<file path="src/rtl/lbp_stream.sv">
// Streaming 3x3 local-binary-pattern engine: reads a 2^YW x 2^XW grey image through a
// sliding window and writes one 8-bit code per interior pixel, optionally zero-filling the border.
module lbp_stream #(
  parameter int XW = 7,
  parameter int YW = 7,
  parameter int PW = 8
) (
  input  logic               clk,
  input  logic               reset_n,
  input  logic               gray_ready,
  input  logic [PW-1:0]      thr,
  input  logic               border_mode,
  output logic [YW+XW-1:0]   gray_addr,
  output logic               gray_req,
  input  logic [PW-1:0]      gray_data,
  output logic [YW+XW-1:0]   lbp_addr,
  output logic               lbp_valid,
  output logic [7:0]         lbp_data,
  output logic               finish,
  output logic               busy
);

  typedef enum logic [2:0] {
    S_IDLE,
    S_LOAD,
    S_SHIFT,
    S_WRITE,
    S_BORDER,
    S_FINISH
  } state_t;

  localparam logic [XW-1:0] X_ALL  = {XW{1'b1}};
  localparam logic [YW-1:0] Y_ALL  = {YW{1'b1}};
  localparam logic [XW-1:0] X_STOP = X_ALL - XW'(1);
  localparam logic [YW-1:0] Y_STOP = Y_ALL - YW'(1);

  state_t              r_state;
  logic [XW-1:0]       r_x;
  logic [YW-1:0]       r_y;
  logic [1:0]          r_col;
  logic [1:0]          r_row;
  logic [PW-1:0]       r_thr;
  logic                r_border;
  logic [PW-1:0]       r_win [0:2][0:2];
  logic [YW+XW-1:0]    r_gray_addr;
  logic                r_gray_req;
  logic [YW+XW-1:0]    r_lbp_addr;
  logic                r_lbp_valid;
  logic [7:0]          r_lbp_data;
  logic                r_finish;
  logic                r_busy;

  logic [PW-1:0]       w_win [0:2][0:2];
  logic [PW:0]         w_sum;
  logic [7:0]          w_code;
  logic                w_last_read;
  logic [1:0]          w_nrow;
  logic [1:0]          w_ncol;
  logic [YW-1:0]       w_rd_y;
  logic [XW-1:0]       w_rd_x;
  logic [XW-1:0]       w_bx;
  logic [YW-1:0]       w_by;
  logic                w_bdone;

  assign gray_addr = r_gray_addr;
  assign gray_req  = r_gray_req;
  assign lbp_addr  = r_lbp_addr;
  assign lbp_valid = r_lbp_valid;
  assign lbp_data  = r_lbp_data;
  assign finish    = r_finish;
  assign busy      = r_busy;

  // Window as it will look after this cycle's read lands, so the code can be formed on the last read.
  always_comb begin
    for (int c = 0; c < 3; c++) begin
      for (int r = 0; r < 3; r++) begin
        w_win[c][r] = (2'(c) == r_col && 2'(r) == r_row) ? gray_data : r_win[c][r];
      end
    end
  end

  // Threshold sum is one bit wider so a saturating centre+thr never wraps and simply clears every bit.
  always_comb begin
    w_sum     = {1'b0, w_win[1][1]} + {1'b0, r_thr};
    w_code    = '0;
    w_code[0] = ({1'b0, w_win[0][0]} >= w_sum);
    w_code[1] = ({1'b0, w_win[1][0]} >= w_sum);
    w_code[2] = ({1'b0, w_win[2][0]} >= w_sum);
    w_code[3] = ({1'b0, w_win[0][1]} >= w_sum);
    w_code[4] = ({1'b0, w_win[2][1]} >= w_sum);
    w_code[5] = ({1'b0, w_win[0][2]} >= w_sum);
    w_code[6] = ({1'b0, w_win[1][2]} >= w_sum);
    w_code[7] = ({1'b0, w_win[2][2]} >= w_sum);
  end

  assign w_last_read = (r_row == 2'd2) && (r_col == 2'd2);
  assign w_nrow      = (r_row == 2'd2) ? 2'd0 : r_row + 2'd1;
  assign w_ncol      = (r_row == 2'd2) ? r_col + 2'd1 : r_col;
  assign w_rd_y      = r_y - YW'(1) + YW'(w_nrow);
  assign w_rd_x      = r_x - XW'(1) + XW'(w_ncol);

  // Border walk: full top row, left/right pairs for middle rows, then full bottom row.
  always_comb begin
    w_bx    = r_x;
    w_by    = r_y;
    w_bdone = 1'b0;
    if (r_y == '0 || r_y == Y_ALL) begin
      if (r_x == X_ALL) begin
        if (r_y == Y_ALL) begin
          w_bdone = 1'b1;
        end else begin
          w_by = r_y + YW'(1);
          w_bx = '0;
        end
      end else begin
        w_bx = r_x + XW'(1);
      end
    end else if (r_x == '0) begin
      w_bx = X_ALL;
    end else begin
      w_bx = '0;
      w_by = r_y + YW'(1);
    end
  end

  always_ff @(posedge clk or negedge reset_n) begin
    if (!reset_n) begin
      r_state     <= S_IDLE;
      r_x         <= '0;
      r_y         <= '0;
      r_col       <= '0;
      r_row       <= '0;
      r_thr       <= '0;
      r_border    <= 1'b0;
      r_gray_addr <= '0;
      r_gray_req  <= 1'b0;
      r_lbp_addr  <= '0;
      r_lbp_valid <= 1'b0;
      r_lbp_data  <= '0;
      r_finish    <= 1'b0;
      r_busy      <= 1'b0;
      for (int c = 0; c < 3; c++) begin
        for (int r = 0; r < 3; r++) begin
          r_win[c][r] <= '0;
        end
      end
    end else begin
      case (r_state)
        S_IDLE: begin
          if (gray_ready) begin
            r_state     <= S_LOAD;
            r_x         <= XW'(1);
            r_y         <= YW'(1);
            r_col       <= 2'd0;
            r_row       <= 2'd0;
            r_thr       <= thr;
            r_border    <= border_mode;
            r_gray_req  <= 1'b1;
            r_gray_addr <= '0;
            r_busy      <= 1'b1;
          end
        end
        S_LOAD, S_SHIFT: begin
          for (int c = 0; c < 3; c++) begin
            for (int r = 0; r < 3; r++) begin
              r_win[c][r] <= w_win[c][r];
            end
          end
          if (w_last_read) begin
            r_state     <= S_WRITE;
            r_gray_req  <= 1'b0;
            r_gray_addr <= '0;
            r_lbp_valid <= 1'b1;
            r_lbp_addr  <= {r_y, r_x};
            r_lbp_data  <= w_code;
          end else begin
            r_row       <= w_nrow;
            r_col       <= w_ncol;
            r_gray_addr <= {w_rd_y, w_rd_x};
          end
        end
        S_WRITE: begin
          r_lbp_valid <= 1'b0;
          if (r_x < X_STOP) begin
            r_state     <= S_SHIFT;
            r_x         <= r_x + XW'(1);
            r_col       <= 2'd2;
            r_row       <= 2'd0;
            r_gray_req  <= 1'b1;
            r_gray_addr <= {r_y - YW'(1), r_x + XW'(2)};
            for (int r = 0; r < 3; r++) begin
              r_win[0][r] <= r_win[1][r];
              r_win[1][r] <= r_win[2][r];
            end
          end else if (r_y < Y_STOP) begin
            r_state     <= S_LOAD;
            r_y         <= r_y + YW'(1);
            r_x         <= XW'(1);
            r_col       <= 2'd0;
            r_row       <= 2'd0;
            r_gray_req  <= 1'b1;
            r_gray_addr <= {r_y, XW'(0)};
          end else if (r_border) begin
            r_state     <= S_BORDER;
            r_x         <= '0;
            r_y         <= '0;
            r_lbp_valid <= 1'b1;
            r_lbp_addr  <= '0;
            r_lbp_data  <= '0;
          end else begin
            r_state     <= S_FINISH;
            r_finish    <= 1'b1;
          end
        end
        S_BORDER: begin
          if (w_bdone) begin
            r_state     <= S_FINISH;
            r_lbp_valid <= 1'b0;
            r_finish    <= 1'b1;
          end else begin
            r_x         <= w_bx;
            r_y         <= w_by;
            r_lbp_addr  <= {w_by, w_bx};
          end
        end
        S_FINISH: begin
          r_state  <= S_IDLE;
          r_finish <= 1'b0;
          r_busy   <= 1'b0;
        end
        default: begin
          r_state <= S_IDLE;
        end
      endcase
    end
  end

endmodule

</file>
<file path="config.mk">
export PLATFORM = sky130hd
export DESIGN_NAME = lbp_stream
export DESIGN_NICKNAME = d
export VERILOG_FILES = /design/src/rtl/lbp_stream.sv
export SDC_FILE = /design/constraint.sdc
export NUM_CORES = 1
export LEC_CHECK = 0
export ABC_CLOCK_PERIOD_IN_PS = 4900
export BUFFER_PORTS_ARGS = -buffer_cell sky130_fd_sc_hd__clkbuf_2
export CAP_MARGIN = 10
export CORE_ASPECT_RATIO = 1.1
export CORE_MARGIN = 2
export CORE_UTILIZATION = 27
export DETAILED_ROUTE_END_ITERATION = 8
export GPL_TIMING_DRIVEN = 1
export REMOVE_ABC_BUFFERS = 1
export SKIP_LAST_GASP = 1
export SLEW_MARGIN = 10
export SYNTH_ARGS = -nofsm -noshare
export SYNTH_HDL_FRONTEND = slang
export SYNTH_SLANG_ARGS = --single-unit
</file>
<file path="constraint.sdc">
create_clock -name clk -period 4.9 [get_ports clk]
set_input_delay 0.245 -clock clk [delete_from_list [all_inputs] [get_ports clk]]
set_output_delay 0.245 -clock clk [all_outputs]
set_load 0.02 [all_outputs]
</file>
* Yosys cells after proc, flatten, opt, wreduce, memory -nomap -nowiden
Index checks and enable logic that the tools add are counted.
** Word-level totals
- Bits in read-only memories :: 0
- RAM bits :: 0
- Register bits :: 142
- Logic and storage cells :: 187
- Bits in latches :: 0
- Memories kept :: 0
** Cells by class
- Reduce and logical (&&, ||, !) cells :: 36
- Shifts and indexed selects :: 0
- Equal/unequal tests :: 26
- Muxes and demuxes :: 82
- Multipliers :: 0
- Order comparisons :: 10
- Div/mod/pow operators :: 0
- $add $sub $neg :: 10
- Bitwise operators :: 0
** Operator list (count)
- $mux W14 :: 9
- $mux W7 :: 16
- $mux W8 :: 13
- $pmux W48 S2 :: 1
- $pmux W14 S3 :: 2
- $ge A8 B9 Y1 :: 8
- $mux W48 :: 1
- $pmux W7 S3 :: 2
- $ne A2 B2 Y1 const B :: 10
- $mux W1 :: 17
- $mux W2 :: 8
- $pmux W8 S2 :: 1
- $mux W3 :: 5
- $reduce_and A5 Y1 :: 3
- $add A7 B1 Y7 const B :: 2
- $add A7 B2 Y7 :: 2
- $eq A7 B7 Y1 const B :: 2
- $logic_not A7 Y1 :: 2
- $lt A7 B7 Y1 const B :: 2
- $sub A7 B1 Y7 const B :: 2
- $pmux W2 S3 :: 2
- $pmux W3 S4 :: 1
- $reduce_and A4 Y1 :: 3
- $reduce_bool A3 Y1 :: 4
- other kinds (22) :: 46

* Logic depth before layout (Yosys ltp)
- Word-level depth :: 7
- Gate-level depth with buffers :: 18
- Gate-level depth less buffers :: 18

* Worst setup path after synthesis
OpenSTA, ideal clock, no wires.
- Path kind :: reg-to-reg
- Start :: reg r_row[0]
- End :: reg r_lbp_data[1], in the netlist lbp_data[1]
- Setup time :: 0.122 ns
- Period minus slack after synthesis :: 4.393 ns
- Required time :: 4.778 ns
- Slack :: 0.507 ns
- Data arrival time :: 4.272 ns
- Cell stages (with the launch flop) :: 19
- Cells stage by stage :: dfrtp_1 buf_2 nor2b_1 nand2_1 mux2_2 ha_1 a21o_1 a21oi_1 nor2b_1 o21a_1 o41a_1 xnor2_1 ha_1 a21boi_0 o21a_1 o21ai_0 a221oi_1 o21bai_1 a32o_1
** On the way
- Cells in the longest elaborated chain, start to end :: 7
** RTL lines
- from (decl) :: line 41 : logic [1:0] r_row;
- from (signal assigned) :: line 177 : r_row <= w_nrow;
- $eq A1 B2 Y1 :: line 77 : w_win[c][r] = (2'(c) == r_col && 2'(r) == r_row) ? gray_data : r_win[c][r];
- $logic_and A1 B1 Y1 :: line 77
- $mux W8 :: line 77
- $add A8 B8 Y9 :: line 84 : w_sum = {1'b0, w_win[1][1]} + {1'b0, r_thr};
- $ge A8 B9 Y1 :: line 87 : w_code[1] = ({1'b0, w_win[1][0]} >= w_sum);
- $mux W8 :: line 169 : if (w_last_read) begin
- $pmux W8 S2 :: line 148 : case (r_state)
- to (signal assigned) :: line 175 : r_lbp_data <= w_code;
- to (decl) :: line 49 : logic [7:0] r_lbp_data;
Parallel ways exist; a longest one is shown, timed or not. The select of a mux whose other input is x is not followed.
A chain may end at the register's enable or synchronous reset.

* Final worst setup path
Same ends and word-level chain as after synthesis.

==> impl_metrics.env <==
export IMPL_dr_pass1_iters=5
export IMPL_synth_top_flop_cell="dfrtp_1"
export IMPL_final_common_cell="nand2_1"
export IMPL_drtIter0Drc=538
export IMPL_grt_first_pass_wirelength_microns=46500
export IMPL_synthTopCellsByArea="dfrtp_1, ha_1, mux2_2, nand2_1, mux2i_1"
export IMPL_maxCapViolCount=0
export IMPL_multi_input_area_sq_um=6240
export IMPL_route_detailed_drc=0
export IMPL_clockBufferDepth=2
export IMPL_antenna_found_initial=0
export IMPL_overflow=0
export IMPL_synth_largest_area_cell="dfrtp_1"
export IMPL_hold_viol_final=0
export IMPL_tightest_slew_ps=936
export IMPL_synth_distinct_cells=76
export IMPL_mostFrequentLayoutCells="nand2_1, dfrtp_1, o21ai_0"
export IMPL_gp_congestion=0.889
export IMPL_nNetsFinal=1265
export IMPL_timing_final_max_slew_violations=0
export IMPL_die_area_sq_um=39300
export IMPL_synth_seq_cells=142
export IMPL_syn_area_per_cell_sq_um=9.05
export IMPL_startpoint_type="flip-flop"
export IMPL_met2_usage_pct=25.8
export IMPL_ys_warn_count=0
export IMPL_r2r_setup_slack_ps=330
export IMPL_synth_async_sr_flop_share_pct=100
export IMPL_critical_path_max_stage_delay_ps=480
export IMPL_routed_via_density=5.12
export IMPL_syn_inst=1126
export IMPL_busiest_layer="met2"
export IMPL_grt_pass1_vias=8323
export IMPL_clk_latency_ps=430
export IMPL_cts_tree="yes"
export IMPL_layout_drive_gt1_share_pct=17.2
export IMPL_num_vias=8501
export IMPL_final_min_clock_period_ps=4570
export IMPL_path_max_fanout=11
export IMPL_hold_path_class="in -> reg"
export IMPL_fin_worst_skew_ps=12.0
export IMPL_fmax_mhz=219
export IMPL_rr_worst_depth=17
export IMPL_path_class="reg -> reg"
export IMPL_slew_headroom_pct=37.6
export IMPL_irDropWorstVdd_mv=0.231
export IMPL_clk_pin_slew_ps=60
export IMPL_num_io_pins=60
export IMPL_setup_tns_ps=0
export IMPL_die_width_microns=189
export IMPL_crit_path_top_delay_cell="dfrtp_1"
export IMPL_crit_path_cell_trace="nor2b_2, nand2_1, buf_4, mux2_2, ha_1, a21oi_1, nor2b_1, o21a_1, o41a_1, xnor2_2, ha_1, a21boi_0, o21a_1, o21ai_0, a221oi_1, o21bai_1, a32o_1"
export IMPL_syn_area_sq_um=10200
export IMPL_seq_area_sq_um=3550
export IMPL_design_core_area_sq_um=37200
export IMPL_crit_path_end_kind="flip-flop"
export IMPL_dp_slack_ps=191
export IMPL_grt_usage_pct=14.8
export IMPL_grt_met3_usage_pct=1.99
export IMPL_cts_setup_buffers=0
export IMPL_finalCritPeriodShare_pct=93.2
export IMPL_cts_root_buf="clkbuf_16"
export IMPL_wirelength_microns=28900
export IMPL_cts_sinks=142
export IMPL_n_fill_cell=3935
export IMPL_synth_top_area_share_pct=34.9
export IMPL_met1_usage_pct=19.2
export IMPL_num_rows=74
export IMPL_p_leak_nw=5.29
export IMPL_htree_levels=4
export IMPL_hpwl_microns=20900
export IMPL_status="finished clean"
export IMPL_power_density_nw_per_um2=269
export IMPL_synth_edff_count=0
export IMPL_start_util_pct=27.4
export IMPL_worstPathRequired_ps=5210
export IMPL_setup_viol_count_final=0
export IMPL_cts_buffers=17
export IMPL_rsz0062_at_grt="false"
export IMPL_layout_setup_ws_ps=334
export IMPL_seq_area_frac_synth_pct=34.9
export IMPL_wl_per_cell_microns=17.4
export IMPL_whs_path_depth=2
export IMPL_syn2layout_area_growth_pct=13.7
export IMPL_grt_start_max_net_pins=84
export IMPL_die_h_microns=208
export IMPL_diodes=0
export IMPL_cp_arrival_ps=4880
export IMPL_antenna_left=0
export IMPL_port_buffers=59
-- cell families (layout without fill, tap and decap cells) --
kind of cell / Yosys count / in the layout / share of synthesized area, %
flip-flops: 142 / 142 / 34.9
adder cells (fa/ha/maj): 96 / 96 / 11.9
XOR/XNOR: 31 / 31 / 2.66
multiplexers: 121 / 121 / 12.7
AND/OR/NAND/NOR: 329 / 329 / 14.9
AO/OA/AOI/OAI: 305 / 305 / 18.8
buffers and inverters: 102 / 142 / 4.21
-- routing by layer --
metal	up-vias	part of all wire, %	routed length [microns]
met5	-	0	0
met4	0	1.7	488
met3	39	4.2	1220
met2	230	50	14300
met1	4113	45	12900
li1	4119	-	-
-- worst max-delay path, delay by kind of cell (launching register included) --
family,cells,cell delay [ps]
mux,1,280
flops,1,480
buf+inv,1,230
compound gates,9,1980
fa+ha+maj,2,620
xor+xnor,1,250
simple gates,3,610
-- cell usage after synthesis, types with 7 or more instances --
master    instances
nand2_1         145
dfrtp_1         142
o21ai_0          98
ha_1             89
nor2_1           82
a21oi_1          77
mux2_2           66
mux2i_1          54
clkbuf_1         36
inv_1            33
buf_2            25
nand3_1          25
xnor2_1          19
a31oi_1          18
nor3_1           15
xor2_1           12
nand2b_1         10
o31ai_1          10
a22oi_1           9
nor2b_1           9
a21o_1            8
a211oi_1          7
o21bai_1          7
-- where the power goes --
part	total, mW	switching (mW)	internal (mW)
Sequential	1.27	0.0448	1.22
Combinational	0.474	0.278	0.195
Clock	1.38	0.548	0.832
Total	3.12	0.871	2.25
-- through the flow --
stage          power [mW]  std cells  instance area [sq um]  utilization (%)  hold WS (ps)
2_1_floorplan        1.58       1057                   9890                -         -50.6
3_3_place_gp         1.75       1627                  11000             29.4           369
3_5_place_dp         1.76       1627                  11000             29.4           381
4_1_cts              3.16       1660                  11600             31.1          39.2
5_1_grt              3.28       1660                  11600             31.1          55.6
6_report             3.12       1660                  11600             31.1          47.8
-- what timing repair did --
action / in CTS / in global routing
hold endpoints to repair: 82 / 0
gates resized for setup: 0 / 2
hold buffers: 1 / 0
setup endpoints to repair: 0 / 5
-- area by class of cell --
type | instances | area share (%)
flip-flops and latches | 142 | 30.7
clock inverters | 12 | 1.38
repair buffers | 77 | 3.79
inverters | 33 | 1.07
multi-input cells | 882 | 53.8
well taps | 494 | 5.33
clock buffers | 20 | 3.94
-- flip-flops by register name, summed over array words and instances, names as in the netlist --
name and count:
r_state 3, gray_req 1, r_x 7, r_row 2, busy 1, r_col 2
gray_addr 14, r_border 1, r_y 7, lbp_data 8, lbp_valid 1, r_win 72
r_thr 8, finish 1, lbp_addr 14
-- worst paths after layout --
check	startpoint	end
worst max-delay path	r_row[0]$_DFFE_PN0P_	lbp_data[1]$_DFFE_PN0P_
worst min-delay path	thr[5]	r_thr[5]$_DFFE_PN0P_
worst max register to register	r_row[0]$_DFFE_PN0P_	lbp_data[1]$_DFFE_PN0P_
worst min register to register	r_win[56]$_DFFE_PN0P_	r_win[56]$_DFFE_PN0P_
max in group asynchronous	reset_n	r_win[28]$_DFFE_PN0P_
min in group asynchronous	reset_n	lbp_addr[5]$_DFFE_PN0P_
No activity file was read; power rests on OpenSTA's default activity.
